==> config.mk <==
export PLATFORM = sky130hd
export DESIGN_NAME = nes_cpu_core
export DESIGN_NICKNAME = d
export VERILOG_FILES = /design/src/rtl/nes_cpu_core.sv
export SDC_FILE = /design/constraint.sdc
export NUM_CORES = 1
export LEC_CHECK = 0
export CORE_MARGIN = 1
export CORE_UTILIZATION = 40
export CTS_CLUSTER_DIAMETER = 30
export DETAILED_ROUTE_END_ITERATION = 6
export PLACE_DENSITY = 0.71
export SLEW_MARGIN = 15
export SYNTH_ARGS = -nofsm -noshare
export SYNTH_HDL_FRONTEND = slang
export SYNTH_SLANG_ARGS = --single-unit
==> constraint.sdc <==
create_clock -name clk_ph1 -period 11.32 [get_ports clk_ph1]
set_input_delay 1.132 -clock clk_ph1 [delete_from_list [all_inputs] [get_ports clk_ph1]]
set_output_delay 1.132 -clock clk_ph1 [all_outputs]
set_load 0.1 [all_outputs]
==> src/rtl/nes_cpu_core.sv <==
// Reduced 6502-compatible core: read-only bus, multi-cycle fetch/execute,
// architectural registers exposed on debug ports.
module nes_cpu_core #(
  parameter logic [15:0] RESET_PC = 16'h0000
) (
  input  logic        clk_ph1,
  input  logic        rst,
  input  logic [7:0]  Data_bus,
  output logic [15:0] Addr_bus,
  output logic [7:0]  IR_dbg,
  output logic [7:0]  AC_dbg,
  output logic [7:0]  X_dbg,
  output logic [7:0]  Y_dbg,
  output logic [7:0]  P_dbg,
  output logic [15:0] PC_dbg,
  output logic [2:0]  cycle_dbg
);

  localparam logic [2:0] T0 = 3'd0, T1 = 3'd1, T2 = 3'd2, T3 = 3'd3, T4 = 3'd4;

  localparam logic [2:0] M_NOP = 3'd0, M_IMM = 3'd1, M_ZP  = 3'd2, M_ABS = 3'd3,
                         M_IMP = 3'd4, M_JMP = 3'd5, M_JIND = 3'd6, M_BR = 3'd7;

  logic [15:0] pc_q, pc_d;
  logic [7:0]  ir_q, ir_d, a_q, a_d, x_q, x_d, y_q, y_d, p_q, p_d;
  logic [7:0]  lo_q, lo_d, hi_q, hi_d, tg_q, tg_d;
  logic [2:0]  t_q, t_d;

  logic [2:0]  mode;
  logic        flag, taken, br_cross, exec;
  logic [15:0] br_tgt, addr;

  always_comb begin
    mode = M_NOP;
    case (ir_q)
      8'hA9, 8'hA2, 8'hA0, 8'h69, 8'hE9, 8'hC9, 8'hE0, 8'hC0: mode = M_IMM;
      8'h65, 8'hE5, 8'hC5, 8'hE4, 8'hC4:                      mode = M_ZP;
      8'h6D, 8'hED, 8'hCD, 8'hEC, 8'hCC:                      mode = M_ABS;
      8'h38, 8'h18, 8'hE8, 8'hC8, 8'hCA, 8'h88,
      8'hAA, 8'h8A, 8'hA8, 8'h98:                             mode = M_IMP;
      8'h4C:                                                  mode = M_JMP;
      8'h6C:                                                  mode = M_JIND;
      default: if (ir_q[4:0] == 5'b10000)                     mode = M_BR;
    endcase
  end

  // Branch opcode bits [7:6] pick N/V/C/Z, bit 5 is the value that means taken.
  always_comb begin
    case (ir_q[7:6])
      2'b00:   flag = p_q[7];
      2'b01:   flag = p_q[6];
      2'b10:   flag = p_q[0];
      default: flag = p_q[1];
    endcase
  end

  assign taken    = (flag == ir_q[5]);
  assign br_tgt   = pc_q + {{8{lo_q[7]}}, lo_q};
  assign br_cross = (br_tgt[15:8] != pc_q[15:8]);

  // Address path kept apart from Data_bus-dependent logic so the bus never loops.
  always_comb begin
    addr = pc_q;
    case (t_q)
      T2:      if (mode == M_ZP) addr = {8'h00, lo_q};
      T3:      if (mode != M_BR) addr = {hi_q, lo_q};
      T4:      addr = {hi_q, lo_q + 8'd1};
      default: addr = pc_q;
    endcase
  end

  // Execute results, applied only on the final cycle of a data instruction.
  logic [7:0] a_x, x_x, y_x, p_x, m_op, cmp_reg, res;
  logic [8:0] sum, diff;
  logic       setnz;

  always_comb begin
    a_x     = a_q;
    x_x     = x_q;
    y_x     = y_q;
    p_x     = p_q;
    setnz   = 1'b1;
    m_op    = (ir_q[7:5] == 3'b111) ? ~Data_bus : Data_bus;
    sum     = {1'b0, a_q} + {1'b0, m_op} + {8'h00, p_q[0]};
    cmp_reg = ir_q[0] ? a_q : (ir_q[5] ? x_q : y_q);
    diff    = {1'b0, cmp_reg} - {1'b0, Data_bus};
    res     = 8'h00;
    case (ir_q)
      8'hA9: begin res = Data_bus; a_x = res; end
      8'hA2: begin res = Data_bus; x_x = res; end
      8'hA0: begin res = Data_bus; y_x = res; end
      8'h69, 8'h65, 8'h6D, 8'hE9, 8'hE5, 8'hED: begin
        res    = sum[7:0];
        a_x    = res;
        p_x[0] = sum[8];
        p_x[6] = (a_q[7] == m_op[7]) && (res[7] != a_q[7]);
      end
      8'hC9, 8'hC5, 8'hCD, 8'hE0, 8'hE4, 8'hEC, 8'hC0, 8'hC4, 8'hCC: begin
        res    = diff[7:0];
        p_x[0] = ~diff[8];
      end
      8'hE8: begin res = x_q + 8'd1; x_x = res; end
      8'hC8: begin res = y_q + 8'd1; y_x = res; end
      8'hCA: begin res = x_q - 8'd1; x_x = res; end
      8'h88: begin res = y_q - 8'd1; y_x = res; end
      8'hAA: begin res = a_q; x_x = res; end
      8'h8A: begin res = x_q; a_x = res; end
      8'hA8: begin res = a_q; y_x = res; end
      8'h98: begin res = y_q; a_x = res; end
      8'h38: begin p_x[0] = 1'b1; setnz = 1'b0; end
      8'h18: begin p_x[0] = 1'b0; setnz = 1'b0; end
      default: setnz = 1'b0;
    endcase
    if (setnz) begin
      p_x[7] = res[7];
      p_x[1] = (res == 8'h00);
    end
    p_x[5] = 1'b1;
  end

  always_comb begin
    pc_d = pc_q;
    ir_d = ir_q;
    a_d  = a_q;
    x_d  = x_q;
    y_d  = y_q;
    p_d  = p_q;
    lo_d = lo_q;
    hi_d = hi_q;
    tg_d = tg_q;
    t_d  = T0;
    exec = 1'b0;
    case (t_q)
      T0: begin
        ir_d = Data_bus;
        pc_d = pc_q + 16'd1;
        t_d  = T1;
      end
      T1: begin
        case (mode)
          M_IMM: begin pc_d = pc_q + 16'd1; exec = 1'b1; end
          M_IMP: exec = 1'b1;
          M_NOP: exec = 1'b0;
          M_BR: begin
            lo_d = Data_bus;
            pc_d = pc_q + 16'd1;
            t_d  = taken ? T2 : T0;
          end
          default: begin
            lo_d = Data_bus;
            pc_d = pc_q + 16'd1;
            t_d  = T2;
          end
        endcase
      end
      T2: begin
        case (mode)
          M_ZP:  exec = 1'b1;
          M_JMP: pc_d = {Data_bus, lo_q};
          M_BR: begin
            if (br_cross) t_d = T3;
            else          pc_d = br_tgt;
          end
          default: begin
            hi_d = Data_bus;
            pc_d = pc_q + 16'd1;
            t_d  = T3;
          end
        endcase
      end
      T3: begin
        case (mode)
          M_ABS:  exec = 1'b1;
          M_JIND: begin tg_d = Data_bus; t_d = T4; end
          default: pc_d = br_tgt;
        endcase
      end
      T4: pc_d = {Data_bus, tg_q};
      default: t_d = T0;
    endcase
    if (exec) begin
      a_d = a_x;
      x_d = x_x;
      y_d = y_x;
      p_d = p_x;
    end
  end

  always_ff @(posedge clk_ph1 or posedge rst) begin
    if (rst) begin
      pc_q <= RESET_PC;
      ir_q <= 8'h00;
      a_q  <= 8'h00;
      x_q  <= 8'h00;
      y_q  <= 8'h00;
      p_q  <= 8'h20;
      lo_q <= 8'h00;
      hi_q <= 8'h00;
      tg_q <= 8'h00;
      t_q  <= T0;
    end else begin
      pc_q <= pc_d;
      ir_q <= ir_d;
      a_q  <= a_d;
      x_q  <= x_d;
      y_q  <= y_d;
      p_q  <= p_d;
      lo_q <= lo_d;
      hi_q <= hi_d;
      tg_q <= tg_d;
      t_q  <= t_d;
    end
  end

  assign Addr_bus  = addr;
  assign IR_dbg    = ir_q;
  assign AC_dbg    = a_q;
  assign X_dbg     = x_q;
  assign Y_dbg     = y_q;
  assign P_dbg     = p_q;
  assign PC_dbg    = pc_q;
  assign cycle_dbg = t_q;

endmodule

# Word level (Yosys, flattened, before mapping)

Cells that the tools add are included.
W data, S select, Z words.

Register bits after elaboration: 79
Input port bits: 10

Add/subtract/negate cells: 10
Equality and inequality tests: 54
Mux-type cells: 30
Bitwise gates (word level): 4
Reduce and logical (&&, ||, !) cells: 35

Operators by type and width:

| kind                    | count |
|---|---|
| $eq A8 B8 Y1 const B    | 23 |
| $pmux W16 S3            | 2 |
| $pmux W8 S4             | 3 |
| $mux W16                | 5 |
| $pmux W16 S5            | 1 |
| $pmux W8 S10            | 1 |
| $eq A8 B7 Y1 const B    | 5 |
| $reduce_or A26 Y1       | 1 |
| $add A8 B1 Y8 const B   | 3 |
| $mux W8                 | 3 |
| $eq A3 B3 Y1 const B    | 6 |
| $pmux W3 S6             | 1 |
| $reduce_and A2 Y1       | 9 |
| $add A16 B1 Y16 const B | 1 |
| $add A16 B16 Y16        | 1 |
| $reduce_bool A4 Y1      | 4 |
| $sub A8 B1 Y8 const B   | 2 |
| $eq A3 B2 Y1 const B    | 4 |
| $pmux W3 S4             | 1 |
| $reduce_or A10 Y1       | 1 |
| $reduce_or A2 Y1        | 5 |
| $reduce_or A5 Y1        | 2 |
| $add A8 B8 Y9           | 1 |
| $add A9 B1 Y9           | 1 |
| 30 further kinds        | 47 |

# Longest topological paths before layout

Word-level depth: 8
Depth in mapped cells: 16

# Worst setup path before layout

OpenSTA, ideal clock, no wires.

Path type: register -> output
Start: register ir_q[6] (netlist: IR_dbg[6])
End: output port Addr_bus[6]
Arrival time: 4,794 ps
Setup slack: 5,394 ps
Cell stages (with the launch flop): 10
Buffers on the path: 1
Cell sequence: dfrtp_1 -> buf_2 -> nor2b_1 -> o2111ai_1 -> o21ai_1 -> nor4b_2 -> nor2_1 -> nor3_2 -> a21oi_1 -> o21ai_0

Cells in the longest elaborated chain, start to end: 6
Elaborated cells on any way between the ends: 40

RTL lines:

| item                                                | RTL line | source |
|---|---|---|
| from (decl)                                         | 25       | `logic [7:0] ir_q, ir_d, a_q, a_d, x_q, x_d, y_q, y_d, p_q, p_d;` |
| from (signal assigned)                              | 203      | `ir_q <= ir_d;` |
| $eq A8 B8 Y1 (tied with other cells)                | 35       | `case (ir_q)` |
| $reduce_or A10 Y1 (tied with other cells)           | --       |  |
| $pmux W3 S6 *                                       | 35       |  |
| $ne A3 B3 Y1 / $eq A3 B2 Y1 (equally long branches) | 66, 65   |  |
| $mux W16, on equally long branches                  | 66, 65   |  |
| $pmux W16 S3 *                                      | 64       | `case (t_q)` |
| to (decl)                                           | 9        | `output logic [15:0] Addr_bus,` |

Mark *: on every way between the ends. The rest lies on a longest branch, timed or not.

# Final worst setup path

Start: register ir_q[6] (netlist: IR_dbg[6])
End: output port Addr_bus[5]

The elaborated chain is that of the path after synthesis.

==> metrics.txt <==
Fin. Hold Viols=0; Die Y=about 140 um; maximum fanout along the worst path=20; Remaining Overflow, GRT=0; Post-synth EDFFs=0; HPWL after DPL=19500 um; Filler Cell Count=1954; clk_lat worst skew=0.35 ns; Initial Utilization=between 40% and 50%; Async S/R FF share, synth=between 90% and 100%; vias per cell=6.20; Setup crit end kind=output port; post-CTS sizing=0; first-pass GRT wire length=between 40000 and 50000 um; largest area contributor in the netlist=dfrtp_1; crit start category=register; total track usage=between 20% and 30%; clock skew=0.00907 ns; Avg WL per Cell=approximately 20 um; TritonCTS clock tree=done; Post-CTS Hold Buffers=0; dpl cell area=8810 um^2; synth unique cells=86; Ports=85; Slew Viols, Final=0; Hold Crit Class=register to register; violation count after the first detailed-routing iteration=~930; fin nets=about 1100; Area Overhead vs Synth=15.4%; overall die width=approximately 140 um; required time of the critical path=a little over 10 ns; drt drc=0; vias=roughly 8000; Period minus WS final=approximately 6 ns; H-Tree Depth=3; CP Class=register to output port; WHS=just under 0.5 ns; final wirelength=26600 um; root buf cell=clkbuf_16; Max Root-Sink Buffers=2; synth top area cells=dfrtp_1, nand2_1, o21ai_0; Most used DFF post-synth=dfrtp_1; CP Data Arrival Time=~4.9 ns; gp weighted congestion=between 0.9 and 1; Worst Max-Slew Pin Slew=about 1.2 ns; post-synth top area share=between 20 and 30%; number of I/O port buffers=80; count of final setup violators=0; Routed Antenna Nets=0; maxcap violations=0; slew margin rel.=between 20% and 30%; CTS sink cnt=79; status=finished, final reports clean; fraction of layout cells with a size suffix above 1=under 10%; Core ar.=around 19000 um^2; initial antenna violation count=0; # Post-CTS Setup Buffers=0; setup tns final=0 ns; Synth Area per Inst=between 7 and 8 um^2; yosys warns=0; sequential share of the synthesized area=25.0%; # rows=51; Pre-Repair DR Iteration Count=6; maximum number of pins on one net before global-route repair=80; top-count cell post-synth=nand2_1; ant diodes=0; cts bufs inserted=9; clk slew on worst S/H paths=0.06 ns; Gate Count Post-Synth=1022; Final Cell Area=~9000 um^2; post-synthesis sequential element count=79; vias in the first global route=7525; Syn Std Cell Area=roughly 7900 um^2; RSZ-0062 raised after global routing=no; die area=~20000 um^2; Tcrit/Tclk final=between 50% and 60%; most frequent cells after synthesis=nand2_1, o21ai_0, a21oi_1; Achievable Freq=~170 MHz
-- path summary, 6_finish.rpt --
check,cells past startpoint,to,startpoint,slack [ns]
hold reg to reg,2,tg_q[3],tg_q[3],0.49
min in group asynchronous,3,lo_q[1],rst,1.42
max in group asynchronous,3,hi_q[3],rst,9.17
setup reg to reg,13,P_dbg[1],IR_dbg[5],6.69
setup / recovery,10,Addr_bus[5],IR_dbg[6],5.33
hold / removal,2,tg_q[3],tg_q[3],0.49
-- sequential cells by signal, indices dropped and copies added (netlist names) --
register / cells
lo_q: 8
tg_q: 8
IR_dbg: 8
AC_dbg: 8
cycle_dbg: 3
PC_dbg: 16
P_dbg: 4
X_dbg: 8
hi_q: 8
Y_dbg: 8
-- final cells by class --
class | count | area (um^2) | area share (%)
Timing Repair Buffer | 92 | 891 | 9.77
Clock buffer | 12 | 256 | 2.81
Tap cell | 265 | 332 | 3.64
Clock inverter | 4 | 52.6 | 0.576
Sequential cell | 79 | 1980 | 21.7
Inverter | 35 | 133 | 1.45
Multi-Input combinational cell | 835 | 5480 | 60.1
-- per-layer routing --
metal  GRT usage [%]  part of all wire, %  vias to the layer above
li1                -                    -                     3811
met1            34.7                   42                     3847
met2            44.6                   47                      454
met3            3.84                  7.9                       78
met4            9.45                  3.5                        0
met5               0                    0                        -
-- through the flow --
| step | std cells | setup WS [ns] | utilization [%] |
|---|---|---|---|
| detailed placement | 1306 | 5.69 | 45.4 |
| global route | 1322 | 5.09 | 47.0 |
| CTS | 1322 | 5.33 | 47.0 |
| finish | 1322 | 5.33 | 47.0 |
| global placement | 1306 | 5.86 | 45.4 |
| floorplan | 1024 | 5.39 | - |
-- cells in the final DEF (no fill, tap or decap), drive strengths merged, types with 17 or more instances in the layout --
cell,synthesis,layout
dfrtp,79,79
nor2,73,73
o211ai,17,17
nand2,128,128
xor2,30,30
nand3,33,33
o21ai,104,104
ha,36,36
clkdlybuf4s50,0,80
a21oi,83,83
inv,35,35
mux2,21,21
nor3,23,23
xnor2,32,32
-- worst max-delay path: stages, from the launching register on --
cell and delay [ns]:
dfrtp_1 0.84, nor2b_1 0.48, nand4_1 0.49, o311ai_2 0.27
nor4b_2 0.13, nor2_1 0.14, nor3_2 0.14, nor2_2 0.61
a22oi_1 0.19, nand2_1 0.10, clkdlybuf4s50_1 1.12
-- kinds of logic after synthesis --
kind of cell,synth area share [%]
simple gates,22.0
flops,25.0
xor+xnor,7.16
other cells,0.0950
mux,4.92
buf+inv,5.79
fa+ha+maj,6.71
compound gates,28.3
Power is left out: the tool's default activity adds up to more than one toggle a clock period on the data nets, which glitch-free logic cannot reach.
